==> config.mk <==
export PLATFORM = sky130hd
export DESIGN_NAME = hilo_mult_unit
export DESIGN_NICKNAME = d
export VERILOG_FILES = /design/src/rtl/mips_pkg.sv /design/src/rtl/mult_seq_core.sv /design/src/rtl/hilo_mult_unit.sv
export SDC_FILE = /design/constraint.sdc
export NUM_CORES = 1
export LEC_CHECK = 0
export CORE_MARGIN = 2
export CORE_UTILIZATION = 37
export CTS_CLUSTER_SIZE = 25
export DETAILED_ROUTE_END_ITERATION = 8
export MAX_ROUTING_LAYER = met4
export PLACE_DENSITY = 0.51
export SYNTH_ARGS = -nofsm -noshare
export SYNTH_HDL_FRONTEND = slang
export SYNTH_SLANG_ARGS = --single-unit
export TNS_END_PERCENT = 100
==> constraint.sdc <==
create_clock -name clk -period 3.6 [get_ports clk]
set_clock_uncertainty 0.15 [all_clocks]
set_input_delay 0.72 -clock clk [delete_from_list [all_inputs] [get_ports clk]]
set_output_delay 0.72 -clock clk [all_outputs]
set_load 0.005 [all_outputs]
==> src/rtl/mips_pkg.sv <==
// Encodings shared by the execute-stage decoder and the HI/LO multiply unit.
package mips_pkg;

  typedef enum logic [1:0] {
    IDLE = 2'd0,
    RUN  = 2'd1,
    FIX  = 2'd2
  } mult_state_e;

  localparam logic [1:0] MOVE_NONE = 2'b00;
  localparam logic [1:0] MOVE_LO   = 2'b01;
  localparam logic [1:0] MOVE_HI   = 2'b10;

  localparam logic [2:0] ALU_MULT = 3'b111;

endpackage

==> src/rtl/mult_seq_core.sv <==
// Unsigned shift-add multiplier datapath: one partial-product step per cycle over WIDTH steps.
module mult_seq_core #(
  parameter int unsigned WIDTH = 32
) (
  input  logic                 clk_i,
  input  logic                 rst_ni,
  input  logic                 load_i,
  input  logic                 step_i,
  input  logic [WIDTH-1:0]     mcand_i,
  input  logic [WIDTH-1:0]     mplier_i,
  output logic                 last_o,
  output logic [2*WIDTH-1:0]   product_o
);

  localparam int unsigned CntW = (WIDTH > 1) ? $clog2(WIDTH) : 1;

  logic [WIDTH-1:0]   mcand_q, mcand_d;
  logic [WIDTH-1:0]   mplier_q, mplier_d;
  // One spare top bit so the upper-half add can never overflow.
  logic [2*WIDTH:0]   acc_q, acc_d;
  logic [CntW-1:0]    count_q, count_d;
  logic [WIDTH:0]     add_sum;

  always_comb begin
    add_sum  = acc_q[2*WIDTH:WIDTH] + (mplier_q[0] ? {1'b0, mcand_q} : '0);
    acc_d    = acc_q;
    mcand_d  = mcand_q;
    mplier_d = mplier_q;
    count_d  = count_q;
    if (load_i) begin
      acc_d    = '0;
      mcand_d  = mcand_i;
      mplier_d = mplier_i;
      count_d  = '0;
    end else if (step_i) begin
      acc_d    = {1'b0, add_sum, acc_q[WIDTH-1:1]};
      mplier_d = mplier_q >> 1;
      count_d  = count_q + CntW'(1);
    end
  end

  always_ff @(posedge clk_i or negedge rst_ni) begin
    if (!rst_ni) begin
      acc_q    <= '0;
      mcand_q  <= '0;
      mplier_q <= '0;
      count_q  <= '0;
    end else begin
      acc_q    <= acc_d;
      mcand_q  <= mcand_d;
      mplier_q <= mplier_d;
      count_q  <= count_d;
    end
  end

  assign last_o    = (count_q == CntW'(WIDTH - 1));
  assign product_o = acc_q[2*WIDTH-1:0];

endmodule

==> src/rtl/hilo_mult_unit.sv <==
// Signed multi-cycle multiplier with HI/LO registers, mfhi/mflo readout and pipeline stall.
module hilo_mult_unit
  import mips_pkg::*;
#(
  parameter int unsigned WIDTH = 32
) (
  input  logic             clk,
  input  logic             reset_n,
  input  logic             start,
  input  logic [WIDTH-1:0] srca,
  input  logic [WIDTH-1:0] srcb,
  input  logic [1:0]       move,
  output logic [WIDTH-1:0] movedata,
  output logic             busy,
  output logic             stall
);

  mult_state_e        state_q, state_d;
  logic               sign_q, sign_d;
  logic [WIDTH-1:0]   hi_q, hi_d, lo_q, lo_d;
  logic [WIDTH-1:0]   mag_a, mag_b;
  logic [2*WIDTH-1:0] product, fixed;
  logic               load, step, last;

  // The most-negative value negates to itself, which is its correct unsigned magnitude.
  assign mag_a = srca[WIDTH-1] ? -srca : srca;
  assign mag_b = srcb[WIDTH-1] ? -srcb : srcb;
  assign load  = (state_q == IDLE) && start;
  assign step  = (state_q == RUN);
  assign fixed = sign_q ? -product : product;

  mult_seq_core #(
    .WIDTH(WIDTH)
  ) u_core (
    .clk_i    (clk),
    .rst_ni   (reset_n),
    .load_i   (load),
    .step_i   (step),
    .mcand_i  (mag_a),
    .mplier_i (mag_b),
    .last_o   (last),
    .product_o(product)
  );

  always_comb begin
    state_d = state_q;
    sign_d  = sign_q;
    hi_d    = hi_q;
    lo_d    = lo_q;
    unique case (state_q)
      IDLE: begin
        if (start) begin
          sign_d  = srca[WIDTH-1] ^ srcb[WIDTH-1];
          state_d = RUN;
        end
      end
      RUN: begin
        if (last) state_d = FIX;
      end
      FIX: begin
        {hi_d, lo_d} = fixed;
        state_d      = IDLE;
      end
      default: state_d = IDLE;
    endcase
  end

  always_ff @(posedge clk or negedge reset_n) begin
    if (!reset_n) begin
      state_q <= IDLE;
      sign_q  <= 1'b0;
      hi_q    <= '0;
      lo_q    <= '0;
    end else begin
      state_q <= state_d;
      sign_q  <= sign_d;
      hi_q    <= hi_d;
      lo_q    <= lo_d;
    end
  end

  always_comb begin
    case (move)
      MOVE_HI: movedata = hi_q;
      MOVE_LO: movedata = lo_q;
      default: movedata = '0;
    endcase
  end

  assign busy  = (state_q != IDLE);
  assign stall = busy && (start || (move == MOVE_HI) || (move == MOVE_LO));

endmodule

==> flow_summary_export.csv <==
group,metric,value,unit
synthesis,syn-num-nets,1646,
timing,layout_min_cycle_time,3401,ps
timing,timing.hold.ws,134.1,ps
synthesis,synth_cell_types,66,
setup_path,crit_type,"in2out",
setup_path,cp_slowest_cell,"clkdlybuf4s50_1",
setup_path,critPathMaxStageDelay,530,ps
power,total_power,11.61,mW
setup_path,cp-start-kind,"input pin",
synthesis,synth_edf_count,0,
clock_network,clockRootBuffer,"clkbuf_16",
cells_and_area,finalNetCount,1701,
cells_and_area,diodes,0,
synthesis,ys_seq_area_share,39.16,%
setup_path,cp-startpoint,"move[0]",
clock_network,cts_buffers,17,
setup_path,path_cells,"clkdlybuf4s50_1, inv_1, ha_1, buf_4, nor2_1, clkdlybuf4s50_1",
timing,hold_violations,0,
power,vdd_drop_max,0.4000,mV
timing,rsz0062_at_grt,"no",
setup_path,crit_required,2730,ps
timing,period_share,94.48,%
setup_path,critical-path-top-delay-family,"buffers and inverters",
die,rows,68,
detailed_routing,antenna_left,0,
clock_network,clk_pin_slew_worst_paths,90,ps
synthesis,synthFlopType,"dfrtp_1",
setup_path,r2r_start,"u_core.mplier_q[0]",
setup_path,worst-path-max-fanout,32,
clock_network,tritoncts,"built",
timing,worst_slew_pin_slew,849.2,ps
detailed_routing,route.detailed.drc,0,
clock_network,htreeDepth,4,
power,p_clk_share,17.4,%
power,intPower,6.439,mW
die,die-height,189.9,um
place,gp_congestion,0.8718,
clock_network,clock_latency,450,ps
min_path,hold_class,"in2async",
detailed_routing,viasPerCell,5.270,
setup_path,rrSetupSlack,340,ps
clock_network,cts.sinks,200,
cells_and_area,n_fill_cell,3408,
timing,setup_viol,0,
timing,setup_ws,198.7,ps
grt,grt_use_met1,29.06,%
setup_path,critPathArrivalTime,2530,ps
grt,grtUsageMet2,30.59,%
synthesis,synthCells,1537,
cells_and_area,areaGrowthSynthToFinish,17.46,%
power,switching_share,44.55,%
detailed_routing,vias,10860,
cells_and_area,postLayoutCellArea,15010,um^2
clock_network,postCtsHoldBufs,0,
timing,max_slew_margin,42.86,%
grt,grt_busiest_layer,"met2",
die,start_util,37.28,%
timing,fmaxAchievable,0.2940,GHz
place,place_ws,38.06,ps
timing,slew_violations,0,
setup_path,cp.buffers_inverters,4,
place,place_area,14380,um^2
place,place_hpwl,25250,um
setup_path,path_common_cell,"clkdlybuf4s50_1",
die,pin_count,103,
die,die_area,36050,um^2
grt,antenna_found_initial,0,
power,leakagePower,6.528,nW
power,power_density,773.5,nW/um^2
detailed_routing,firstDrtPassIters,5,
grt,gr-total-overflow,0,
detailed_routing,drtIter0Drc,660,
power,p_sw,5.174,mW
synthesis,async_reset_ff_share,100.0,%
detailed_routing,routedWlPerCell,16.47,um
detailed_routing,postRouteWirelength,33920,um
cells_and_area,drive_gt1_share,6.417,%
grt,grt_pass1_vias,10530,
synthesis,yosys_warnings,0,
status,status,"finished, final reports clean",
grt,grt_max_degree,78,
die,coreArea,34290,um^2
place,dp.cells,2028,
place,port_buffers,102,
grt,grt_usage,20.05,%
grt,met3_usage,2.453,%
synthesis,synth_seq_cells,200,
power,combPwrFrac,47.9,%
cells_and_area,fin_cells,2060,
synthesis,syn_avg_cell_area,8.316,um^2
power,p_seq_share,34.7,%
die,fp.dieW,189.9,um
clock_network,cts_max_path_buffers,2,
timing,setup-tns-final,0,ps
cells_and_area,utilization,43.79,%
flow_run,drv_cap,0,
synthesis,netlist_area,12780,um^2
grt,grt_pass1_wl,56720,um
setup_path,end_kind,"output pin",
cells in the mapped netlist (3+ instances only):
cell type | instances | share of area [%]
and2_1 | 37 | 1.8
or3_4 | 3 | 0.26
nor3_1 | 18 | 0.70
or3_1 | 13 | 0.64
and3_1 | 26 | 1.3
or2_2 | 3 | 0.15
a31oi_1 | 18 | 0.88
o31ai_1 | 28 | 1.6
nand3b_1 | 3 | 0.18
nand2b_1 | 9 | 0.44
clkbuf_1 | 94 | 2.8
o311ai_0 | 3 | 0.21
dfrtp_1 | 200 | 39
a22oi_1 | 35 | 2.1
inv_1 | 17 | 0.50
a21oi_1 | 42 | 1.6
nand2_1 | 318 | 9.3
a21o_1 | 22 | 1.3
nor4_1 | 12 | 0.59
ha_1 | 39 | 3.8
xnor2_1 | 40 | 2.7
buf_1 | 8 | 0.23
nor2b_1 | 4 | 0.20
or4_4 | 4 | 0.35
o31a_1 | 4 | 0.27
o31ai_2 | 3 | 0.29
a41oi_1 | 3 | 0.21
o21a_1 | 3 | 0.18
o41ai_1 | 15 | 1.0
or4_1 | 9 | 0.53
mux2i_1 | 5 | 0.39
o21ai_1 | 34 | 1.3
o21ai_0 | 183 | 7.2
nand3_1 | 28 | 1.1
o41ai_2 | 3 | 0.38
nor2_1 | 81 | 2.4
a211oi_1 | 9 | 0.53
nand4_1 | 13 | 0.64
o41ai_4 | 3 | 0.65
xor2_1 | 108 | 7.4
power groups by stage:
stage          Clock (mW)  Combinational (mW)  Sequential [mW]
2_1_floorplan           0                4.21             3.65
3_3_place_gp            0                5.54             4.05
3_5_place_dp            0                5.59             4.07
4_1_cts              2.08                5.60             4.02
5_1_grt              2.18                6.34             4.17
6_report             2.02                5.56             4.03
routing by layer:
metal  vias to the layer above  wire (um)
li1                       5519          -
met1                      5156      17380
met2                       166      15260
met3                        15       1027
met4                         0        247
met5                         -          0
cells in the final DEF, fill, tap and decap left out, types with 18 or more instances in the layout:
cell	instances
buf_4	32
dfrtp_1	199
a31oi_1	18
a21o_1	22
clkdlybuf4s50_1	101
nor3_1	18
nor2_1	80
o31ai_1	28
a21oi_1	42
nand3_1	28
o21ai_0	183
and2_1	36
ha_1	39
xor2_1	108
xnor2_1	40
o21ai_1	34
and3_1	26
nand2_1	317
a22oi_1	35
sequential cells by signal (all words and copies together), names as in the netlist:
name	cells
u_core.mplier_q	32
u_core.count_q	5
sign_q	1
state_q	2
u_core.mcand_q	32
lo_q	32
u_core.acc_q	64
hi_q	32
path summary, 6_finish.rpt:
| kind | to | depth (start not counted) |
|---|---|---|
| max | movedata[29] | 6 |
| min | lo_q[10] | 1 |
| max reg2reg | u_core.acc_q[58] | 12 |
| min reg2reg | u_core.mcand_q[18] | 2 |
| max in group asynchronous | hi_q[20] | 3 |
| min in group clk | u_core.mcand_q[18] | 2 |
layout make-up:
type	instances	area, um^2	area share, %
clock buffers	17	425.4	2.834
clock inverters	15	210.2	1.400
inverters	17	63.81	0.4250
multi-input cells	1216	7353	48.98
flip-flops and latches	200	5006	33.34
well taps	455	569.3	3.792
repair buffers	140	1385	9.226
kinds of logic (layout without fill, tap and decap cells):
| logic type | Yosys count | after routing | share of synthesized area, % |
|---|---|---|---|
| flops | 200 | 200 | 39.16 |
| fa+ha+maj | 40 | 40 | 3.975 |
| buf+inv | 121 | 189 | 3.573 |
| mux | 5 | 5 | 0.3916 |
| simple gates | 594 | 594 | 21.63 |
| xor+xnor | 148 | 148 | 10.14 |
| compound gates | 429 | 429 | 21.13 |
what timing repair did:
item / CTS / global route
setup endpoints to repair: 0 / 1
setup buffers: 0 / 0
gates resized for setup: 0 / 1
(Power assumes the default switching activity.)
